===== src/rtl/plcp_pkg.sv =====
// Shared types and constants for the PLCP header parser: FSM states, header layout, CRC-16-CCITT step.
package plcp_pkg;

   typedef enum logic [1:0] {
      IDLE    = 2'd0,
      COLLECT = 2'd1,
      REPORT  = 2'd2
   } state_t;

   localparam int          HDR_BITS   = 48;
   localparam logic [15:0] CRC_POLY   = 16'h1021;
   localparam logic [15:0] CRC_PRESET = 16'hFFFF;
   localparam logic [7:0]  SIGNAL_1M  = 8'h0A;

   // Bit offsets within the header stream, bit 0 = first bit after SFD.
   localparam int SIG_OFS = 0;
   localparam int SVC_OFS = 8;
   localparam int LEN_OFS = 16;
   localparam int CRC_OFS = 32;

   typedef struct packed {
      logic [15:0] len;
      logic [7:0]  svc;
      logic [7:0]  sig;
   } hdr_t;

   function automatic logic [15:0] crc16_next(input logic [15:0] crc, input logic din);
      crc16_next = {crc[14:0], 1'b0} ^ ((crc[15] ^ din) ? CRC_POLY : 16'h0000);
   endfunction

endpackage


===== src/rtl/plcp_header_parser_if.sv =====
// Bit-stream input and header-report output bundle of the PLCP header parser.
interface plcp_header_parser_if;
   logic        data_bit;
   logic        data_valid;
   logic        sfd_detected;
   logic [7:0]  signal_field;
   logic [7:0]  service_field;
   logic [15:0] length_field;
   logic        header_valid;
   logic        header_error;
   logic        busy;

   modport slave (
      input  data_bit, data_valid, sfd_detected,
      output signal_field, service_field, length_field, header_valid, header_error, busy
   );

   modport master (
      output data_bit, data_valid, sfd_detected,
      input  signal_field, service_field, length_field, header_valid, header_error, busy
   );
endinterface


===== src/rtl/plcp_crc16.sv =====
// Serial CRC-16-CCITT register; init presets and may coincide with en (first bit folds into the preset).
module plcp_crc16
   import plcp_pkg::*;
(
   input  logic        clk,
   input  logic        reset,
   input  logic        init,
   input  logic        en,
   input  logic        din,
   output logic [15:0] crc
);

   logic [15:0] crc_q;
   logic [15:0] crc_d;
   logic [15:0] base;

   always_comb begin
      base  = init ? CRC_PRESET : crc_q;
      crc_d = en ? crc16_next(base, din) : base;
   end

   always_ff @(posedge clk) begin
      if (reset) begin
         crc_q <= CRC_PRESET;
      end else begin
         crc_q <= crc_d;
      end
   end

   assign crc = crc_q;

endmodule


===== src/rtl/plcp_header_parser.sv =====
// Collects the 48-bit PLCP header after SFD; verdict pulse one cycle after bit 47; no backpressure.
// PLCP_SIGNAL_CHECK_EN additionally rejects any SIGNAL other than 1 Mbps.
module plcp_header_parser
   import plcp_pkg::*;
#(
   parameter int GAP_LIMIT = 255
) (
   input  logic                 clk,
   input  logic                 reset,
   plcp_header_parser_if.slave  bus
);

   localparam int GAP_W = $clog2(GAP_LIMIT + 1);

   state_t             state_q, state_d;
   logic [5:0]         bit_cnt_q, bit_cnt_d;
   logic [GAP_W-1:0]   gap_cnt_q, gap_cnt_d;
   logic [31:0]        hdr_sr_q, hdr_sr_d;
   logic [14:0]        rx_crc_q, rx_crc_d;
   hdr_t               fld_q, fld_d;
   logic               header_valid_q, header_valid_d;
   logic               header_error_q, header_error_d;
   logic               busy_q, busy_d;

   logic               crc_init;
   logic               crc_en;
   logic [15:0]        crc_val;
   logic               capture;
   logic [5:0]         bit_idx;
   logic               crc_ok;
   logic               len_ok;
   logic               sig_ok;

   plcp_crc16 u_crc (
      .clk   (clk),
      .reset (reset),
      .init  (crc_init),
      .en    (crc_en),
      .din   (bus.data_bit),
      .crc   (crc_val)
   );

   // Verdict inputs are only consumed in the cycle that carries bit 47.
   always_comb begin
      crc_ok = ({rx_crc_q, bus.data_bit} == ~crc_val);
      len_ok = |hdr_sr_q[LEN_OFS +: 16];
`ifdef PLCP_SIGNAL_CHECK_EN
      sig_ok = (hdr_sr_q[SIG_OFS +: 8] == SIGNAL_1M);
`else
      sig_ok = 1'b1;
`endif
   end

   always_comb begin
      state_d        = state_q;
      bit_cnt_d      = bit_cnt_q;
      gap_cnt_d      = gap_cnt_q;
      hdr_sr_d       = hdr_sr_q;
      rx_crc_d       = rx_crc_q;
      fld_d          = fld_q;
      header_valid_d = 1'b0;
      header_error_d = 1'b0;
      crc_init       = 1'b0;
      crc_en         = 1'b0;
      capture        = 1'b0;
      bit_idx        = bit_cnt_q;

      // SFD restarts collection from any state; a coincident strobe is bit 0.
      if (bus.sfd_detected) begin
         state_d   = COLLECT;
         bit_cnt_d = 6'd0;
         gap_cnt_d = '0;
         hdr_sr_d  = '0;
         crc_init  = 1'b1;
         bit_idx   = 6'd0;
         capture   = bus.data_valid;
      end else begin
         case (state_q)
            COLLECT: begin
               if (bus.data_valid) begin
                  capture   = 1'b1;
                  gap_cnt_d = '0;
                  if (bit_cnt_q == 6'(HDR_BITS - 1)) begin
                     state_d        = REPORT;
                     fld_d.sig      = hdr_sr_q[SIG_OFS +: 8];
                     fld_d.svc      = hdr_sr_q[SVC_OFS +: 8];
                     fld_d.len      = hdr_sr_q[LEN_OFS +: 16];
                     header_valid_d = crc_ok & len_ok & sig_ok;
                     header_error_d = ~(crc_ok & len_ok & sig_ok);
                  end
               end else if (gap_cnt_q == GAP_W'(GAP_LIMIT - 1)) begin
                  state_d        = IDLE;
                  header_error_d = 1'b1;
               end else begin
                  gap_cnt_d = gap_cnt_q + GAP_W'(1);
               end
            end
            REPORT:  state_d = IDLE;
            default: state_d = IDLE;
         endcase
      end

      if (capture) begin
         bit_cnt_d = bit_idx + 6'd1;
         if (bit_idx < 6'(CRC_OFS)) begin
            hdr_sr_d[bit_idx[4:0]] = bus.data_bit;
            crc_en                 = 1'b1;
         end else begin
            rx_crc_d = {rx_crc_q[13:0], bus.data_bit};
         end
      end

      busy_d = (state_d == COLLECT);
   end

   always_ff @(posedge clk) begin
      if (reset) begin
         state_q        <= IDLE;
         bit_cnt_q      <= '0;
         gap_cnt_q      <= '0;
         hdr_sr_q       <= '0;
         rx_crc_q       <= '0;
         fld_q          <= '0;
         header_valid_q <= 1'b0;
         header_error_q <= 1'b0;
         busy_q         <= 1'b0;
      end else begin
         state_q        <= state_d;
         bit_cnt_q      <= bit_cnt_d;
         gap_cnt_q      <= gap_cnt_d;
         hdr_sr_q       <= hdr_sr_d;
         rx_crc_q       <= rx_crc_d;
         fld_q          <= fld_d;
         header_valid_q <= header_valid_d;
         header_error_q <= header_error_d;
         busy_q         <= busy_d;
      end
   end

   assign bus.signal_field  = fld_q.sig;
   assign bus.service_field = fld_q.svc;
   assign bus.length_field  = fld_q.len;
   assign bus.header_valid  = header_valid_q;
   assign bus.header_error  = header_error_q;
   assign bus.busy          = busy_q;

endmodule

===== src/flat_wrapper.sv =====
// flat-port wrapper written by rule: the top's interface ports become plain ports
module plcp_header_parser_flat import plcp_pkg::*;
#(
   parameter int GAP_LIMIT = 255
)
  (clk, reset, bus_data_bit, bus_data_valid, bus_sfd_detected, bus_signal_field, bus_service_field, bus_length_field, bus_header_valid, bus_header_error, bus_busy);
  plcp_header_parser_if bus_i ();
  input  logic clk;
  input  logic reset;
  input wire logic [$bits(bus_i.data_bit)-1:0] bus_data_bit;
  input wire logic [$bits(bus_i.data_valid)-1:0] bus_data_valid;
  input wire logic [$bits(bus_i.sfd_detected)-1:0] bus_sfd_detected;
  output wire logic [$bits(bus_i.signal_field)-1:0] bus_signal_field;
  output wire logic [$bits(bus_i.service_field)-1:0] bus_service_field;
  output wire logic [$bits(bus_i.length_field)-1:0] bus_length_field;
  output wire logic [$bits(bus_i.header_valid)-1:0] bus_header_valid;
  output wire logic [$bits(bus_i.header_error)-1:0] bus_header_error;
  output wire logic [$bits(bus_i.busy)-1:0] bus_busy;
  assign bus_i.data_bit = bus_data_bit;
  assign bus_i.data_valid = bus_data_valid;
  assign bus_i.sfd_detected = bus_sfd_detected;
  assign bus_signal_field = bus_i.signal_field;
  assign bus_service_field = bus_i.service_field;
  assign bus_length_field = bus_i.length_field;
  assign bus_header_valid = bus_i.header_valid;
  assign bus_header_error = bus_i.header_error;
  assign bus_busy = bus_i.busy;
  plcp_header_parser #(.GAP_LIMIT(GAP_LIMIT)) u_core (.clk(clk), .reset(reset), .bus(bus_i));
endmodule

===== config.mk =====
export PLATFORM = sky130hd
export DESIGN_NAME = plcp_header_parser_flat
export DESIGN_NICKNAME = d
export VERILOG_FILES = /design/src/rtl/plcp_pkg.sv /design/src/rtl/plcp_header_parser_if.sv /design/src/rtl/plcp_crc16.sv /design/src/rtl/plcp_header_parser.sv /design/src/flat_wrapper.sv
export SDC_FILE = /design/constraint.sdc
export NUM_CORES = 1
export LEC_CHECK = 0
export BUFFER_PORTS_ARGS = -buffer_cell sky130_fd_sc_hd__buf_2
export CAP_MARGIN = 30
export CORE_AREA = 8 8 109 111
export DETAILED_ROUTE_END_ITERATION = 7
export DIE_AREA = 0 0 117 119
export PLACE_DENSITY = 0.74
export RECOVER_POWER = 100
export SLEW_MARGIN = 20
export SYNTH_ARGS = -nofsm -noshare
export SYNTH_HDL_FRONTEND = slang
export SYNTH_HIERARCHICAL = 1
export SYNTH_SLANG_ARGS = --single-unit

===== constraint.sdc =====
create_clock -name clk -period 2.3 [get_ports clk]
set_input_delay 0.46 -clock clk [delete_from_list [all_inputs] [get_ports clk]]
set_output_delay 0.46 -clock clk [all_outputs]
set_load 0.1 [all_outputs]

==> summary.md, run 1 <==
| Metric | Value |
|---|---|
| Std-Cell Core Area | 10090 µm² |
| Antenna violations before repair | 0 |
| Vias per inst | 5.700 |
| Clock network latency to the later pin of the worst-skew pair | 520 ps |
| Startpoint Class | flop |
| Adder-cell area share of the yosys netlist | 1.380% |
| CTS buffer count | 17 |
| Antenna-violating nets left | 0 |
| Filler-free cell count of the finished design | 790 |
| Synth Warn # | 6 |
| Max-Slew Margin vs Limit | 49.26% |
| Largest family of logic cells by synthesized area | simple AND/OR/NAND/NOR gates |
| Final #Nets | 652 |
| CP Data Arrival Time | 2340 ps |
| Worst slew pin tran | 761.2 ps |
| Beginning of the critical path | u_core/bit_cnt_q[1]$_SDFF_PP0_ |
| GR Overflow Total | 0 |
| Post-detail-place hpwl | 8379 µm |
| Final count of negative-setup-slack endpoints | 0 |
| Predominant post-synthesis flop cell | dfxtp_1 |
| RSZ-0062 raised after global routing | no |
| Run status | finished clean |
| Detailed-router iteration count before antenna repair | 8 |
| Buffers inserted during post-CTS setup optimization | 0 |
| Max-cap violation count | 0 |
| Post-detailed-route DRC marker count | 0 |
| Stages on the worst setup path | 7 |
| Syn nets | 619 |
| Pin count of the biggest net entering global routing | 52 |
| End point of the critical path | u_core/hdr_sr_q[22]$_SDFF_PP0_ |
| Worst R2R End | u_core/hdr_sr_q[22]$_SDFF_PP0_ |
| Synth Area in Simple Gates | 24.14% |
| F_max | 510.9 MHz |
| CP bufs+invs | 2 |
| Vertical die dimension | 119 µm |
| Slack of the worst reg-to-reg path | 340 ps |
| Port Buf Inserts | 39 |
| Gate count of the mapped netlist | 608 |
| Endpoint type of the worst setup path | flop |
| Die Span X | 117 µm |
| CP Max Fanout | 10 |
| Overall die area | 13920 µm² |
| Buffer cell driving the clock tree root | clkbuf_8 |
| Iter 0 DRT Violations | 353 |
| Via count of the first global-routing pass | 4407 |
| Number of antenna repair diodes | 0 |
| Hold bufs inserted after CTS | 0 |
| Most instantiated cells after synthesis | dfxtp_1 (114), nand2_1 (72), mux2i_1 (53), a21oi_1 (51), nor2_1 (47) |
| Final Hold Viols | 0 |
| Starting density of the core | 53.92% |
| Path class of the lowest-slack min-delay path | in -> reg |
| Tot Pwr | 0.004820 W |
| Global-route usage over all layers | 18.85% |
| Ratio of final minimum period to clock period | 85.10% |
| #FFs+latches synth | 114 |
| Complex-gate fraction of the synthesized area | 12.69% |
| TritonCTS clock tree | yes |
| Portion of synthesized cell area occupied by the leading cell type | 41.94% |
| Worst hold-check slack | 402.1 ps |
| Fraction of final layout cells sized beyond drive strength 1 | 15.14% |
| Vias | 4503 |
| Layout area overhead | 16.00% |
| Share of synthesized area occupied by flip-flops and latches | 41.94% |
| H-tree depth | 4 |
| Setup TNS Final | 0 ps |
| Largest delay share family, worst path | buffers and inverters |
| Routed Wire Length | 12630 µm |
| Startpoint of the most critical hold path | reset |
| First-pass GRT wire length | 21230 µm |
| Count leader, synth | dfxtp_1 |
| Share of cell area taken by muxes after synthesis | 9.749% |
| Number of max-slew violations in the final report | 0 |
| Final Wtd Congestion | 0.8604 |
| Post-synth EDFFs | 0 |
| Category of the critical setup timing path | reg -> reg |
| Worst r2r path cells | 7 |
| Final critical-path required period | 1957 ps |
| Required @ worst endpoint | 2680 ps |
| Routed wire per std cell | 15.98 µm |
| Number of unique standard cell types used by synthesis | 58 |
| Biggest area contributors in the synthesized netlist | dfxtp_1 (42%), mux2i_1 (9.7%), nand2_1 (5.0%), a21oi_1 (4.7%), and4_1 (3.4%) |
| Mean instance size in the synthesized netlist | 8.950 µm² |
| Cell with the largest stage delay on the worst path | clkbuf_1 |
| Power per cell area | 763.7 nW/µm² |
| Biggest cell delay along the critical path | 420 ps |
| Cell taking the most area after synthesis | dfxtp_1 |
| Beginning of the worst register-to-register path | u_core/bit_cnt_q[1]$_SDFF_PP0_ |
| Post-Route Utilization | 62.55% |
| # placed instances | 758 |
| VDD IR max | 0.4363 mV |
| Maximum count of clock buffers along a single path | 2 |
| Static Leak | 2.265 nW |
| Synth async-reset ratio | 0% |
| Number of instances resized during post-cts repair | 0 |
| Clk slew on worst S/H paths | 60 ps |
| Count of boundary I/O pins | 40 |
| Final setup skew | 6.666 ps |
| Post-synthesis xor/xnor area fraction | 4.346% |
| Cell chain of the critical path | nand2_1, inv_1, ha_1, clkbuf_1, a311oi_1, o21ai_0, a21oi_1 |
| Mapped cell area | 5441 µm² |
| Row Count | 37 |
| Total clock sinks | 114 |
[worst min-delay path by stage]
stage	cells past startpoint	endpoint	slack, ps
CTS	4	u_core/u_crc/crc[12]$_SDFF_PP1_	360
global route	3	u_core/gap_cnt_q[0]$_SDFFE_PP0P_	400
finish	4	u_core/u_crc/crc[12]$_SDFF_PP1_	400
detailed placement	2	u_core/hdr_sr_q[9]$_SDFF_PP0_	470
floorplan	2	u_core/hdr_sr_q[12]$_SDFF_PP0_	450
global placement	2	u_core/rx_crc_q[14]$_SDFFE_PP0P_	460
[power by group]
part           switching (W)  total (W)  internal, W
clock               0.000912    0.00262      0.00171
combinational       0.000144   0.000206    0.0000618
sequential        0.00000921    0.00200      0.00199
total                0.00107    0.00482      0.00375
[state kept, by name (all words and copies together), names as in the netlist]
register and count:
u_core/bus.header_valid 1, u_core/bus.length_field 16, u_core/u_crc/crc 16, u_core/bus.service_field 8, u_core/bus.busy 1, u_core/hdr_sr_q 32, u_core/gap_cnt_q 8, u_core/bit_cnt_q 6
u_core/state_q 2, u_core/bus.header_error 1, u_core/rx_crc_q 15, u_core/bus.signal_field 8
[tightest hold or removal path: stages]
cell     delay [ps]
buf_2           120
or4bb_1         140
o41ai_1          70
nor2_1           90
[cells by family (layout without fill, tap and decap cells)]
logic type,Yosys count,count (layout)
mux,53,53
simple gates,227,227
xor+xnor,27,27
flops,114,114
buf+inv,68,114
fa+ha+maj,6,6
compound gates,113,113
[stage by stage]
step                      setup slack, ps  instance area [µm²]
after floorplan                     298.5                 5441
after global placement              332.8                 5751
after CTS                           374.3                 6352
after detailed placement            201.1                 5751
after global routing                183.6                 6312
final                               342.8                 6312
[metal layers]
metal,wire (µm),track usage (%),vias to the layer above
met5,0,0,-
met4,218,8.647,0
met3,752,5.104,21
met2,5924,28.93,130
met1,5732,24.02,2119
li1,-,-,2233
[cells in the final DEF, fill, tap and decap left out, types with 3 or more instances in the layout]
cell,synthesis,final
xor2_1,6,6
o211ai_1,7,7
bufinv_16,0,3
clkbuf_1,24,3
clkbuf_8,0,3
nand3b_1,11,11
buf_4,5,16
a21oi_1,51,50
inv_1,21,21
and4_1,21,21
dfxtp_1,114,114
clkbuf_2,0,37
nand2b_1,13,14
nor4_1,8,8
o21ai_0,20,24
xnor2_1,21,21
nor2b_1,6,6
nand4_1,10,10
buf_2,13,4
clkinvlp_4,0,4
clkbuf_16,0,16
ha_1,6,6
nand2_1,72,72
nor2_1,47,47
or3_1,7,7
a311oi_1,16,16
mux2i_1,53,53
nand3_1,5,5
[layout make-up]
cell class | instances | area, µm²
timing repair buffer | 60 | 352.8
tap | 136 | 170.2
inverter | 22 | 82.58
clock inverter | 12 | 156.4
clock buffer | 20 | 445.4
multi-input combinational | 426 | 2823
sequential | 114 | 2282
fill | 869 | 3780
Note: power is estimated with default switching activity, not from simulation.
==> run 2: changes to the inputs <==
--- a/config.mk
+++ b/config.mk
@@ -7,13 +7,13 @@
 export LEC_CHECK = 0
 export BUFFER_PORTS_ARGS = -buffer_cell sky130_fd_sc_hd__buf_2
 export CAP_MARGIN = 30
-export CORE_AREA = 8 8 109 111
+export CORE_AREA = 8 8 106 108
 export DETAILED_ROUTE_END_ITERATION = 7
-export DIE_AREA = 0 0 117 119
-export PLACE_DENSITY = 0.74
+export DIE_AREA = 0 0 114 116
+export PLACE_DENSITY = 0.73
 export RECOVER_POWER = 100
 export SLEW_MARGIN = 20
 export SYNTH_ARGS = -nofsm -noshare
 export SYNTH_HDL_FRONTEND = slang
-export SYNTH_HIERARCHICAL = 1
 export SYNTH_SLANG_ARGS = --single-unit
+export TNS_END_PERCENT = 100
==> run 2 against run 1 <==
Cell count down 1.6%. Clock power up 6%. First-iteration DRC count down 35%. Synthesized cell count down 1.8%. Maximum frequency down 0.73%. Sequential cell count unchanged. Power up 3.6%. Final area down 5.8%. Highest routed layer unchanged.
==> summary.md, run 2 <==
| Metric | Value |
|---|---|
| Run status | finished clean |
| Worst r2r path cells | 6 (-1) |
| Post-synth EDFFs | 0 (unchanged) |
| RSZ-0062 raised after global routing | no |
| Portion of synthesized cell area occupied by the leading cell type | 44.85% (+2.9 points) |
| F_max | 507.2 MHz (-0.73%) |
| Total clock sinks | 114 (unchanged) |
| #FFs+latches synth | 114 (unchanged) |
| Cell taking the most area after synthesis | dfxtp_1 |
| Pin count of the biggest net entering global routing | 48 (-7.7%) |
| Port Buf Inserts | 39 (unchanged) |
| Synth Warn # | 0 (-6) |
| Mean instance size in the synthesized netlist | 8.524 µm² (-4.8%) |
| Worst R2R End | u_core.u_crc.crc[12]$_SDFF_PP1_ |
| Vertical die dimension | 116 µm (-2.5%) |
| Maximum count of clock buffers along a single path | 2 (unchanged) |
| Clk slew on worst S/H paths | 60 ps (about the same) |
| Max-Slew Margin vs Limit | 60.60% (+11 points) |
| CTS buffer count | 17 (unchanged) |
| Number of max-slew violations in the final report | 0 (unchanged) |
| Area of the multi-input gates | 2527 µm² (-10%) |
| Highest-utilization routing layer at the global route stage | met2 |
| TritonCTS clock tree | yes |
| Vias | 4223 (-6.2%) |
| Max-cap violation count | 0 (unchanged) |
| Starting density of the core | 53.29% (-0.63 points) |
| Share of synthesized area occupied by flip-flops and latches | 44.85% (+2.9 points) |
| Iter 0 DRT Violations | 229 (-35%) |
| Final critical-path required period | 1972 ps (+14.40 ps) |
| First-pass GRT wire length | 19440 µm (-8.4%) |
| Via count of the first global-routing pass | 4094 (-7.1%) |
| Count of boundary I/O pins | 40 (unchanged) |
| H-tree depth | 4 (unchanged) |
| Synth async-reset ratio | 0% (unchanged) |
| Startpoint Class | flop |
| Final count of negative-setup-slack endpoints | 0 (unchanged) |
| Area of all sequential standard cells | 2282 µm² (unchanged) |
| # placed instances | 745 (-1.7%) |
| Detailed-router iteration count before antenna repair | 4 (-4) |
| CP Max Fanout | 12 (+2) |
| Worst slew pin tran | 589.3 ps (-171.9 ps) |
| VDD IR max | 0.7270 mV (+67%) |
| Predominant post-synthesis flop cell | dfxtp_1 |
| Final Hold Viols | 0 (unchanged) |
| Most instantiated cells after synthesis | nand2_1 (151), dfxtp_1 (114), a21oi_1 (52), nor2_1 (32), nand3_1 (30) |
| Buffer cell driving the clock tree root | clkbuf_8 |
| Register name with the most flops | u_core.hdr_sr_q |
| Beginning of the worst register-to-register path | u_core.bit_cnt_q[5]$_SDFF_PP0_ |
| Global-route usage over all layers | 18.24% (-0.61 points) |
| Final Wtd Congestion | 0.8935 (+3.8%) |
| Static Leak | 2.225 nW (-1.8%) |
| Buffers inserted during post-CTS setup optimization | 0 (unchanged) |
| Number of flip-flops in the largest register | 32 (unchanged) |
| Post-detailed-route DRC marker count | 0 (unchanged) |
| Commonest cells after routing, fill and taps aside | nand2_1 (151), dfxtp_1 (114), a21oi_1 (54) |
| End point of the critical path | u_core.u_crc.crc[12]$_SDFF_PP1_ |
| Final setup skew | 9.160 ps (+2.494 ps) |
| Leading cell type in the layout, fill and taps excluded | nand2_1 |
| Syn nets | 608 (-1.8%) |
| Category of the critical setup timing path | reg -> reg |
| Path class of the lowest-slack min-delay path | in -> reg |
| Number of antenna repair diodes | 0 (unchanged) |
| Setup TNS Final | 0 ps (unchanged) |
| Number of unique standard cell types used by synthesis | 50 (-14%) |
| Std-Cell Core Area | 9549 µm² (-5.4%) |
| Fraction of final layout cells sized beyond drive strength 1 | 18.01% (+2.9 points) |
| Mapped cell area | 5089 µm² (-6.5%) |
| Endpoint type of the worst setup path | flop |
| Slack of the worst reg-to-reg path | 330 ps (about the same) |
| Routed wire per std cell | 14.89 µm (-6.8%) |
| Total of fill cells in the finished design | 858 (-1.3%) |
| Row Count | 36 (-2.7%) |
| Post-detail-place hpwl | 7892 µm (-5.8%) |
| Overall die area | 13220 µm² (-5.0%) |
| Power per cell area | 840.5 nW/µm² (+10%) |
| Layout area overhead | 16.79% |
| Routed Wire Length | 11570 µm (-8.4%) |
| Final #Nets | 642 (-1.5%) |
| Die Span X | 114 µm (-2.6%) |
| Met2 Track Usage GR | 31.59% (+2.7 points) |
| Filler-free cell count of the finished design | 777 (-1.6%) |
| CP Data Arrival Time | 2380 ps (+40 ps) |
| Biggest area contributors in the synthesized netlist | dfxtp_1 (45%), nand2_1 (11%), a21oi_1 (5.1%), nand3_1 (3.0%), xor2_1 (2.9%) |
| Number of instances resized during post-cts repair | 0 (unchanged) |
| Hold bufs inserted after CTS | 0 (unchanged) |
| Count leader, synth | nand2_1 |
| Required @ worst endpoint | 2710 ps (+30 ps) |
| Clock network latency to the later pin of the worst-skew pair | 510 ps (about the same) |
| Antenna-violating nets left | 0 (unchanged) |
| Vias per inst | 5.435 (-4.6%) |
| Met1 demand-to-capacity share in global routing | 21.30% (-2.7 points) |
| GR Overflow Total | 0 (unchanged) |
| Met3 global-route usage | 4.273% (-0.83 points) |
| Antenna violations before repair | 0 (unchanged) |
| Tot Pwr | 0.004995 W (+3.6%) |
| Gate count of the mapped netlist | 597 (-1.8%) |
| Ratio of final minimum period to clock period | 85.72% (+0.63 points) |
| Beginning of the critical path | u_core.bit_cnt_q[5]$_SDFF_PP0_ |
-- run 2: cell types whose count changed after synthesis, sizes merged, moves of 18 or more --
cell and change:
nand3 +24, and4 -20, mux2i -41, inv -19, o21ai -18, nand2 +91
-- run 2: cells by family (layout without fill, tap and decap cells) --
logic type	after synthesis	after routing	share of synthesized area (%)
simple gates	303	303	30.05
flops	114	114	44.85
compound gates	91	91	11.95
buf+inv	44	91	4.622
xor+xnor	26	26	4.475
mux	13	13	2.582
fa+ha+maj	6	6	1.475
-- run 2: final cells by class --
type,instances,area share (%)
Inverter,3,0.1895
Multi-Input combinational cell,439,42.53
Clock inverter,10,3.053
Tap cell,133,2.800
Timing Repair Buffer,56,5.579
Clock buffer,22,7.453
Sequential cell,114,38.40
-- run 2: worst min-delay path by stage --
stage / start / endpoint / slack [ps] / depth (start not counted)
after floorplan: u_core.hdr_sr_q[7]$_SDFF_PP0_ / u_core.bus.signal_field[7]$_SDFFE_PP0P_ / 430 / 2
after global placement: u_core.bus.service_field[1]$_SDFFE_PP0P_ / u_core.bus.service_field[1]$_SDFFE_PP0P_ / 440 / 2
after global routing: reset / u_core.bus.busy$_SDFF_PP0_ / 210 / 2
after CTS: reset / u_core.bus.busy$_SDFF_PP0_ / 200 / 2
final: reset / u_core.bus.busy$_SDFF_PP0_ / 220 / 2
after detailed placement: u_core.bus.service_field[0]$_SDFFE_PP0P_ / u_core.bus.service_field[0]$_SDFFE_PP0P_ / 450 / 2
-- run 2: metrics by stage --
step                hold WS [ps]  setup slack [ps]  instance area [µm²]  utilization (%)
floorplan                  431.9             14.39                 5089                -
global placement           440.6             393.0                 5366            56.20
detailed placement         445.1             319.8                 5366            56.20
CTS                        199.6             417.4                 5991            62.74
global route               213.9             197.9                 5943            62.24
finish                     220.4             328.4                 5943            62.24
-- run 2: where the power goes --
group	internal, W	leakage, nW	switching, W
Clock	0.00189	0.303	0.000884
Combinational	0.0000631	1.00	0.000147
Sequential	0.00199	0.921	0.0000158
Total	0.00395	2.22	0.00105
-- run 2: routing by layer --
layer  wire (µm)  up-vias
met5           0        -
met4         165        0
met3         590       15
met2        5680       94
met1        5137     2015
li1            -     2099
-- run 2: worst max-delay path: stages (launching register included) --
cell and delay [ps]:
dfxtp_1 470, nor3b_1 560, o21ai_4 210, buf_4 230
nor2_1 120, o21ai_0 100, a21o_1 180
